--- src/rtl/seg_scan_driver_pkg.sv ---
// Shared constants for the seven-segment scanner: active-low glyphs, anode
// encodings and FSM state codes.
package seg_scan_driver_pkg;

  localparam logic [7:0] SEG_0     = 8'hC0;
  localparam logic [7:0] SEG_1     = 8'hF9;
  localparam logic [7:0] SEG_2     = 8'hA4;
  localparam logic [7:0] SEG_3     = 8'hB0;
  localparam logic [7:0] SEG_4     = 8'h99;
  localparam logic [7:0] SEG_5     = 8'h92;
  localparam logic [7:0] SEG_6     = 8'h82;
  localparam logic [7:0] SEG_7     = 8'hF8;
  localparam logic [7:0] SEG_8     = 8'h80;
  localparam logic [7:0] SEG_9     = 8'h90;
  localparam logic [7:0] SEG_A     = 8'h88;
  localparam logic [7:0] SEG_B     = 8'h83;
  localparam logic [7:0] SEG_C     = 8'hC6;
  localparam logic [7:0] SEG_D     = 8'hA1;
  localparam logic [7:0] SEG_E     = 8'h86;
  localparam logic [7:0] SEG_F     = 8'h8E;
  localparam logic [7:0] SEG_BLANK = 8'hFF;

  localparam logic [3:0] ANODE_OFF = 4'hF;

  localparam logic [0:0] ST_BLANK = 1'b0;
  localparam logic [0:0] ST_SHOW  = 1'b1;

  function automatic logic [3:0] anode_sel(input logic [1:0] slot);
    return ~(4'b0001 << slot);
  endfunction

endpackage

--- src/rtl/seg_scan_driver_if.sv ---
// Display bus between the digit source and the scanner: digit values,
// decimal points and enables in; shared segments, anodes and frame marker out.
interface seg_scan_driver_if;

  logic [15:0] digits_in;
  logic [3:0]  dp_in;
  logic [3:0]  digit_en;
  logic [3:0]  anode_n;
  logic [7:0]  seg_n;
  logic        frame_start;

  modport master (
    output digits_in, dp_in, digit_en,
    input  anode_n, seg_n, frame_start
  );

  modport slave (
    input  digits_in, dp_in, digit_en,
    output anode_n, seg_n, frame_start
  );

endinterface

--- src/rtl/seg_hex_decode.sv ---
// Combinational hex-to-seven-segment decoder; active-low a..g, no decimal point.
module seg_hex_decode
  import seg_scan_driver_pkg::*;
(
    input  logic [3:0] value,
    output logic [6:0] glyph_n
);

    logic [7:0] glyph_full;

    always_comb begin
        glyph_full = SEG_BLANK;
        case (value)
            4'h0: glyph_full = SEG_0;
            4'h1: glyph_full = SEG_1;
            4'h2: glyph_full = SEG_2;
            4'h3: glyph_full = SEG_3;
            4'h4: glyph_full = SEG_4;
            4'h5: glyph_full = SEG_5;
            4'h6: glyph_full = SEG_6;
            4'h7: glyph_full = SEG_7;
            4'h8: glyph_full = SEG_8;
            4'h9: glyph_full = SEG_9;
            4'hA: glyph_full = SEG_A;
            4'hB: glyph_full = SEG_B;
            4'hC: glyph_full = SEG_C;
            4'hD: glyph_full = SEG_D;
            4'hE: glyph_full = SEG_E;
            default: glyph_full = SEG_F;
        endcase
    end

    assign glyph_n = glyph_full[6:0];

endmodule

--- src/rtl/seg_scan_driver.sv ---
// Four-digit multiplexed seven-segment scanner with per-frame input snapshot,
// blanking gap at the start of every slot and optional leading-zero blanking.
module seg_scan_driver
  import seg_scan_driver_pkg::*;
#(
    parameter int SCAN_DIV     = 50000,
    parameter int BLANK_CYCLES = 64,
    parameter bit LZ_SUPPRESS  = 1'b1
) (
    input logic              sysclock,
    input logic              reset_n,
    seg_scan_driver_if.slave bus
);

    localparam int                 PRESC_W    = $clog2(SCAN_DIV);
    localparam logic [PRESC_W-1:0] PRESC_LAST = PRESC_W'(SCAN_DIV - 1);
    localparam logic [PRESC_W-1:0] BLANK_LAST = PRESC_W'(BLANK_CYCLES - 1);

    logic [PRESC_W-1:0] presc;
    logic [1:0]         slot;
    logic [0:0]         state;
    logic [15:0]        snap_digits;
    logic [3:0]         snap_dp;
    logic [3:0]         snap_en;
    logic [3:0]         anode_q;
    logic [7:0]         seg_q;
    logic               frame_start_q;

    logic               frame_first;
    logic [3:0]         cur_digit;
    logic [6:0]         cur_glyph;
    logic               z3, z2, z1;
    logic [3:0]         lz_mask;
    logic               cur_visible;

    assign frame_first = (presc == '0) && (slot == 2'd0);
    assign cur_digit   = snap_digits[{slot, 2'b00} +: 4];

    // A digit is blanked only while it and everything above it are zero.
    assign z3      = (snap_digits[15:12] == 4'd0);
    assign z2      = (snap_digits[11:8]  == 4'd0);
    assign z1      = (snap_digits[7:4]   == 4'd0);
    assign lz_mask = LZ_SUPPRESS ? {z3, z3 & z2, z3 & z2 & z1, 1'b0} : 4'b0000;

    assign cur_visible = snap_en[slot] & ~lz_mask[slot];

    seg_hex_decode u_decode (
        .value   (cur_digit),
        .glyph_n (cur_glyph)
    );

    always_ff @(posedge sysclock or negedge reset_n) begin
        if (!reset_n) begin
            presc <= '0;
            slot  <= 2'd0;
            state <= ST_BLANK;
        end else if (presc == PRESC_LAST) begin
            presc <= '0;
            slot  <= slot + 2'd1;
            state <= ST_BLANK;
        end else begin
            presc <= presc + 1'b1;
            if (presc == BLANK_LAST) begin
                state <= ST_SHOW;
            end
        end
    end

    always_ff @(posedge sysclock or negedge reset_n) begin
        if (!reset_n) begin
            snap_digits <= 16'h0000;
            snap_dp     <= 4'h0;
            snap_en     <= 4'h0;
        end else if (frame_first) begin
            snap_digits <= bus.digits_in;
            snap_dp     <= bus.dp_in;
            snap_en     <= bus.digit_en;
        end
    end

    // Outputs follow the counters by one cycle, so anodes and segments move together.
    always_ff @(posedge sysclock or negedge reset_n) begin
        if (!reset_n) begin
            anode_q       <= ANODE_OFF;
            seg_q         <= SEG_BLANK;
            frame_start_q <= 1'b0;
        end else begin
            frame_start_q <= frame_first;
            if (state == ST_SHOW) begin
                anode_q <= cur_visible ? anode_sel(slot) : ANODE_OFF;
                seg_q   <= {~snap_dp[slot], cur_glyph};
            end else begin
                anode_q <= ANODE_OFF;
                seg_q   <= SEG_BLANK;
            end
        end
    end

    assign bus.anode_n     = anode_q;
    assign bus.seg_n       = seg_q;
    assign bus.frame_start = frame_start_q;

endmodule
--- src/flat_wrapper.sv ---
// flat-port wrapper written by rule: the top's interface ports become plain ports
module seg_scan_driver_flat import seg_scan_driver_pkg::*;
#(
    parameter int SCAN_DIV     = 50000,
    parameter int BLANK_CYCLES = 64,
    parameter bit LZ_SUPPRESS  = 1'b1
)
  (sysclock, reset_n, bus_digits_in, bus_dp_in, bus_digit_en, bus_anode_n, bus_seg_n, bus_frame_start);
  seg_scan_driver_if bus_i ();
  input logic sysclock;
  input logic reset_n;
  input wire logic [$bits(bus_i.digits_in)-1:0] bus_digits_in;
  input wire logic [$bits(bus_i.dp_in)-1:0] bus_dp_in;
  input wire logic [$bits(bus_i.digit_en)-1:0] bus_digit_en;
  output wire logic [$bits(bus_i.anode_n)-1:0] bus_anode_n;
  output wire logic [$bits(bus_i.seg_n)-1:0] bus_seg_n;
  output wire logic [$bits(bus_i.frame_start)-1:0] bus_frame_start;
  assign bus_i.digits_in = bus_digits_in;
  assign bus_i.dp_in = bus_dp_in;
  assign bus_i.digit_en = bus_digit_en;
  assign bus_anode_n = bus_i.anode_n;
  assign bus_seg_n = bus_i.seg_n;
  assign bus_frame_start = bus_i.frame_start;
  seg_scan_driver #(.SCAN_DIV(SCAN_DIV), .BLANK_CYCLES(BLANK_CYCLES), .LZ_SUPPRESS(LZ_SUPPRESS)) u_core (.sysclock(sysclock), .reset_n(reset_n), .bus(bus_i));
endmodule
--- config.mk ---
export PLATFORM = sky130hd
export DESIGN_NAME = seg_scan_driver_flat
export DESIGN_NICKNAME = d
export VERILOG_FILES = /design/src/rtl/seg_scan_driver_pkg.sv /design/src/rtl/seg_scan_driver_if.sv /design/src/rtl/seg_hex_decode.sv /design/src/rtl/seg_scan_driver.sv /design/src/flat_wrapper.sv
export SDC_FILE = /design/constraint.sdc
export NUM_CORES = 1
export LEC_CHECK = 0
export CORE_MARGIN = 2
export CORE_UTILIZATION = 55
export CTS_CLUSTER_DIAMETER = 30
export DETAILED_ROUTE_END_ITERATION = 12
export PLACE_DENSITY = 0.86
export SYNTH_ARGS = -nofsm -noshare
export SYNTH_HDL_FRONTEND = slang
export SYNTH_SLANG_ARGS = --single-unit
--- constraint.sdc ---
create_clock -name sysclock -period 3.73 [get_ports sysclock]
set_clock_uncertainty 0.1 [all_clocks]
set_input_delay 0.746 -clock sysclock [delete_from_list [all_inputs] [get_ports sysclock]]
set_output_delay 0.746 -clock sysclock [all_outputs]
set_load 0.005 [all_outputs]
==> impl_metrics.json, run 1 <==
{
  "synth.area.top_cells": "sky130_fd_sc_hd__dfrtp_1 40%, sky130_fd_sc_hd__dfstp_2 11%, sky130_fd_sc_hd__mux2_4 10%",
  "drc_errors_left": 0,
  "syn_nets": 252,
  "yosysMostFrequentCell": "sky130_fd_sc_hd__dfrtp_1",
  "first_drt_pass_iteration_count": 4,
  "finish.utilization_pct": 68.52,
  "hold_viol": 0,
  "ys.flop_type": "sky130_fd_sc_hd__dfrtp_1",
  "synthTopCellsByCount": "44 x sky130_fd_sc_hd__dfrtp_1, 19 x sky130_fd_sc_hd__mux2_4, 13 x sky130_fd_sc_hd__nand3_1, 13 x sky130_fd_sc_hd__nor2_1",
  "num_vias": 1740,
  "core_area_um2": 4786,
  "grt_pass1_wl_um": 7824,
  "regArea_um2": 1416,
  "wl_per_cell_um": 14.09,
  "power_leakage_nw": 1.441,
  "numCtsBuffers": 5,
  "die_width_um": 74.94,
  "syn_area_um2": 2768,
  "finalSetupViolCount": 0,
  "grt_max_degree": 39,
  "std_cell_rows": 25,
  "gp_congestion": 0.8225,
  "cts.root.buffer_cell": "sky130_fd_sc_hd__clkbuf_8",
  "drv.max_cap_violation_count": 0,
  "yosysUniqueCellTypes": 37,
  "cts.path.max_buffers": 2,
  "post_synth_inst_count": 214,
  "synth_enable_flop_cells": 0,
  "slew_headroom_pct": 69.06,
  "htree_num_levels": 2,
  "yosysWarningCount": 0,
  "effective_utilization_at_floorplan_pct": 57.83,
  "async_reset_ff_share_pct": 100.0,
  "place.port_buffers": 38,
  "min-delay-path-class": "in2async",
  "rsz0062_at_grt": "false",
  "arrival_ns": 2.47,
  "critical_path_end_type": "flop",
  "regToRegSetupSlack_ns": 1.37,
  "initial_antenna_violation_count": 0,
  "synthesis.area_per_instance_um2": 12.93,
  "status": "finished, final reports clean",
  "routed_wl_um": 4509,
  "all_layer_global_routing_usage_pct": 18.44,
  "place_hpwl_um": 3357,
  "vertical_die_dimension_um": 74.94,
  "top_level_ports": 39,
  "finalWorstPathRequiredPeriod_ns": 2.363,
  "dieArea_um2": 5615,
  "critical_path_peak_fanout": 25,
  "antenna_violating_nets_post_route": 0,
  "number_of_global_route_vias_before_repair": 1669,
  "critPathRequiredTime_ns": 3.84,
  "antenna_cells_inserted": 0,
  "route.detailed.vias_per_inst": 5.438,
  "cellPowerDensity_nw_per_um2": 317.5,
  "tritoncts": "done",
  "cts_post_setup_buffers_inserted": 0,
  "cts-resized-gates": 0,
  "netlist.top_cell.by_area": "sky130_fd_sc_hd__dfrtp_1",
  "worstSetupPathType": "reg2reg",
  "flow.area_growth_from_synthesis_pct": 18.49,
  "grt_overflow": 0,
  "fillCellCount": 333,
  "synth_top_area_share_pct": 39.78,
  "ir_worst_vdd_mv": 0.2161,
  "cts.reportedPaths.clkPinSlew_ns": 0.10,
  "fin_tns_setup_ns": 0,
  "post_route_cells_drive_above_1_share_pct": 23.32,
  "layout.nets": 290,
  "category_of_the_worst_setup_path_launch_point": "flop",
  "cts_num_sinks": 56,
  "min_period_over_period_pct": 63.35,
  "clock_insertion_delay_worst_skew_ns": 0.32,
  "detail_route.iter0.violations": 97,
  "ys_seq_area_share_pct": 51.18,
  "synth-seq-cells": 56,
  "multi_input_area_um2": 1266,
  "max_freq_mhz": 423.2,
  "max_slew.worst_pin.slew_ns": 0.4641,
  "drv_slew": 0,
  "cts-hold-fix-buffers": 0
}
## critical path, cell delays in order (launching register included)
cell,delay [ns]
sky130_fd_sc_hd__dfrtp_1,0.44
sky130_fd_sc_hd__or4_4,0.57
sky130_fd_sc_hd__nor4_4,0.30
sky130_fd_sc_hd__nand3_4,0.41
sky130_fd_sc_hd__mux2_4,0.43
## worst paths after layout
path | from | endpoint | depth (start not counted)
worst min-delay path | reset_n | u_core.snap_en[0] | 1
worst max register to register | u_core.presc[10] | u_core.snap_en[1] | 4
min in group sysclock | u_core.presc[5] | u_core.presc[5] | 1
worst min register to register | u_core.presc[5] | u_core.presc[5] | 1
max in group asynchronous | reset_n | u_core.bus.seg_n[1] | 2
worst max-delay path | u_core.presc[10] | u_core.snap_en[1] | 4
## flip-flops by register name, summed over array words and instances (netlist names)
signal                  cells
u_core.presc               16
u_core.snap_digits         16
u_core.bus.seg_n            8
u_core.bus.anode_n          4
u_core.snap_dp              4
u_core.snap_en              4
u_core.slot                 2
u_core.bus.frame_start      1
u_core.state                1
## where the power goes
part | internal [mW] | total, mW | switching [mW]
combinational | 0.0503 | 0.0820 | 0.0317
sequential | 0.621 | 0.630 | 0.00976
clock | 0.134 | 0.329 | 0.195
total | 0.805 | 1.04 | 0.236
## cell type report
cell class | count | area share (%)
flip-flops and latches | 56 | 43.19
multi-input cells | 140 | 38.61
repair buffers | 40 | 11.90
well taps | 67 | 2.556
clock buffers | 6 | 2.213
inverters | 9 | 1.030
clock inverters | 2 | 0.4960
## metrics by stage
stage	instance area (µm²)	power, mW	hold slack (ns)	setup WS (ns)	std cells
after floorplan	2768	0.6776	0.3504	1.645	214
after global placement	3191	0.7219	0.3838	1.374	312
after detailed placement	3191	0.7256	0.3768	1.354	312
after CTS	3279	1.054	0.2554	1.347	320
after global routing	3279	1.079	0.2684	1.227	320
final	3279	1.041	0.2468	1.367	320
## cell usage in the layout (no fill, tap or decap), types with 7 or more instances in the layout
| cell type | n |
|---|---|
| sky130_fd_sc_hd__clkdlybuf4s50_1 | 37 |
| sky130_fd_sc_hd__dfrtp_1 | 44 |
| sky130_fd_sc_hd__dfstp_2 | 12 |
| sky130_fd_sc_hd__ha_1 | 12 |
| sky130_fd_sc_hd__inv_1 | 9 |
| sky130_fd_sc_hd__mux2_2 | 9 |
| sky130_fd_sc_hd__mux2_4 | 19 |
| sky130_fd_sc_hd__nand2_1 | 11 |
| sky130_fd_sc_hd__nand3_1 | 13 |
| sky130_fd_sc_hd__nor2_1 | 13 |
| sky130_fd_sc_hd__xnor2_1 | 7 |
## layer usage
layer	track usage (%)	vias up	share of wire, %
met2	26.80	43	47
li1	-	830	-
met5	0	-	0
met3	3.882	8	3.8
met1	27.22	859	47
met4	7.341	0	1.9
## logic make-up after synthesis
family          Yosys count  synth area share, %
fa+ha+maj                12                5.425
buf+inv                  18                3.074
simple gates             62                12.61
xor+xnor                 13                4.114
mux                      36                19.58
flops                    56                51.18
compound gates           17                4.024
(Power assumes the default switching activity.)
==> run 2, diff against run 1 <==
Settings changed: CORE_UTILIZATION 55 to 54, PLACE_DENSITY 0.86 to 0.85.
Clock period 3.73 ns to 2.2 ns, I/O delays scaled along.
==> run 2 against run 1 <==
Against the previous run:
- maximum frequency rose by 13%
- via count rose by 1.5%
- clock power rose by 100%
- register-to-register slack got worse by 1.3 ns
==> impl_metrics.json, run 2 (synthesis results as in run 1) <==
{
  "tritoncts": "done",
  "cts.path.max_buffers": 2,
  "max_freq_mhz": 478.5,
  "report.power.total_mw": 1.882,
  "detail_route.iter0.violations": 143,
  "min-delay-path-class": "in2async",
  "finalWorstPathRequiredPeriod_ns": 2.090,
  "core_area_um2": 5010,
  "flow.area_growth_from_synthesis_pct": 22.29,
  "clock_insertion_delay_worst_skew_ns": 0.31,
  "r2r_cells": 5,
  "rsz0062_at_grt": "false",
  "drc_errors_left": 0,
  "clkPwrFrac_pct": 35.6,
  "seq_power_share_pct": 56.8,
  "cp_slowest_cell": "sky130_fd_sc_hd__or4_4",
  "numCtsBuffers": 5,
  "cts_post_setup_buffers_inserted": 0,
  "dieArea_um2": 5714,
  "critPathRequiredTime_ns": 2.30,
  "wl_per_cell_um": 14.80,
  "place_hpwl_um": 3527,
  "slew_headroom_pct": 76.16,
  "first_drt_pass_iteration_count": 4,
  "power_frac_comb_pct": 7.6,
  "hold_viol": 0,
  "final_common_cell": "sky130_fd_sc_hd__dfrtp_1",
  "route.detailed.vias_per_inst": 5.352,
  "num_vias": 1766,
  "layout.nets": 297,
  "regToRegSetupSlack_ns": 0.11,
  "ir_worst_vdd_mv": 0.3882,
  "die_width_um": 75.59,
  "number_of_global_route_vias_before_repair": 1710,
  "finalSetupViolCount": 0,
  "status": "finished, final reports clean",
  "all_layer_global_routing_usage_pct": 19.00,
  "htree_num_levels": 2,
  "gp_congestion": 0.8608,
  "critical_path_end_type": "flop",
  "finish.utilization_pct": 67.56,
  "std_cell_rows": 26,
  "min_period_over_period_pct": 95.00,
  "effective_utilization_at_floorplan_pct": 55.24,
  "cts.root.buffer_cell": "sky130_fd_sc_hd__clkbuf_8",
  "slowest_delay_ns": 0.56,
  "antenna_cells_inserted": 0,
  "power_leakage_nw": 1.501,
  "swShare_pct": 21.14,
  "cts.reportedPaths.clkPinSlew_ns": 0.10,
  "top_level_ports": 39,
  "post_route_cells_drive_above_1_share_pct": 25.77,
  "critical_path_peak_fanout": 25,
  "cts-hold-fix-buffers": 0,
  "grt_max_degree": 57,
  "fin_tns_setup_ns": 0,
  "crit-reg2reg-launch": "u_core.presc[10]",
  "worstSetupPathType": "reg2reg",
  "net-switching-power_mw": 0.3978,
  "initial_antenna_violation_count": 0,
  "category_of_the_worst_setup_path_launch_point": "flop",
  "cellPowerDensity_nw_per_um2": 556.1,
  "cell_internal_pwr_mw": 1.484,
  "place.port_buffers": 38,
  "max_slew.worst_pin.slew_ns": 0.3543,
  "drv_slew": 0,
  "cts_num_sinks": 56,
  "mostFrequentLayoutCells": "43 x sky130_fd_sc_hd__dfrtp_1, 37 x sky130_fd_sc_hd__clkdlybuf4s50_1, 19 x sky130_fd_sc_hd__mux2_4",
  "cp-startpoint": "u_core.presc[10]",
  "grt_pass1_wl_um": 8079,
  "r2r-end": "u_core.snap_digits[14]",
  "drv.max_cap_violation_count": 0,
  "routed_wl_um": 4884,
  "antenna_violating_nets_post_route": 0,
  "worstPathCellList": "or4_4 > nor4_4 > nand3_4 > buf_12 > mux2_4",
  "grt_overflow": 0,
  "critical_path.endpoint": "u_core.snap_digits[14]",
  "arrival_ns": 2.19,
  "vertical_die_dimension_um": 75.59
}
-- run 2: cell type report --
class	instances	area [µm²]
fillers	388	1625
flip-flops and latches	56	1418
multi-input cells	140	1266
repair buffers	47	467.9
well taps	70	87.58
clock buffers	6	72.57
clock inverters	2	38.79
inverters	9	33.78
-- run 2: what timing repair did --
action | 4_1_cts | 5_1_grt
gates resized for setup | 0 | 1
endpoints found under the hold margin | 0 | 0
setup endpoints to repair | 0 | 3
-- run 2: per-layer routing --
layer  up-vias  track usage, %  wire length, µm
met5         -               0                0
met1       861           26.61             2219
met2        48           30.82             2426
li1        850               -                -
met3         7           3.968              184
met4         0           4.483               54
-- run 2: worst min-delay path by stage --
stage             from                      to  slack, ns  cells past startpoint
2_1_floorplan  reset_n  u_core.bus.frame_start       0.04                      0
3_3_place_gp   reset_n   u_core.snap_digits[1]       0.36                      2
3_5_place_dp   reset_n   u_core.snap_digits[1]       0.36                      2
4_1_cts        reset_n  u_core.snap_digits[10]       0.02                      2
5_1_grt        reset_n          u_core.slot[0]       0.04                      2
6_report       reset_n        u_core.presc[14]       0.01                      2
-- run 2: critical path: cells and delay by family (launching register included) --
family / cells / cell delay, ns
buffers and inverters: 1 / 0.20
flip-flops: 1 / 0.40
multiplexers: 1 / 0.31
AND/OR/NAND/NOR: 3 / 0.98
-- run 2: power by group through the flow --
stage / clock network (mW) / registers [mW] / logic [mW]
floorplan: 0 / 1.08 / 0.0676
global placement: 0 / 1.09 / 0.140
detailed placement: 0 / 1.09 / 0.144
CTS: 0.677 / 1.07 / 0.145
global route: 0.724 / 1.07 / 0.159
finish: 0.670 / 1.07 / 0.143
-- run 2: metrics by stage --
step / area [µm²] / hold slack [ns] / worst slack [ns] / std cells
4_1_cts: 3383 / 0.02411 / 0.09939 / 330
2_1_floorplan: 2768 / 0.04441 / 0.1147 / 214
3_3_place_gp: 3272 / 0.3606 / 0.1533 / 322
3_5_place_dp: 3272 / 0.3550 / 0.1101 / 322
6_report: 3385 / 0.01421 / 0.1100 / 330
5_1_grt: 3385 / 0.03571 / 0.03907 / 330
==> run 3, diff against run 2 <==
Settings changed: SLEW_MARGIN set to 25.
==> results of run 3 <==
The final DEF is identical to that of run 2; final timing and power are the same.
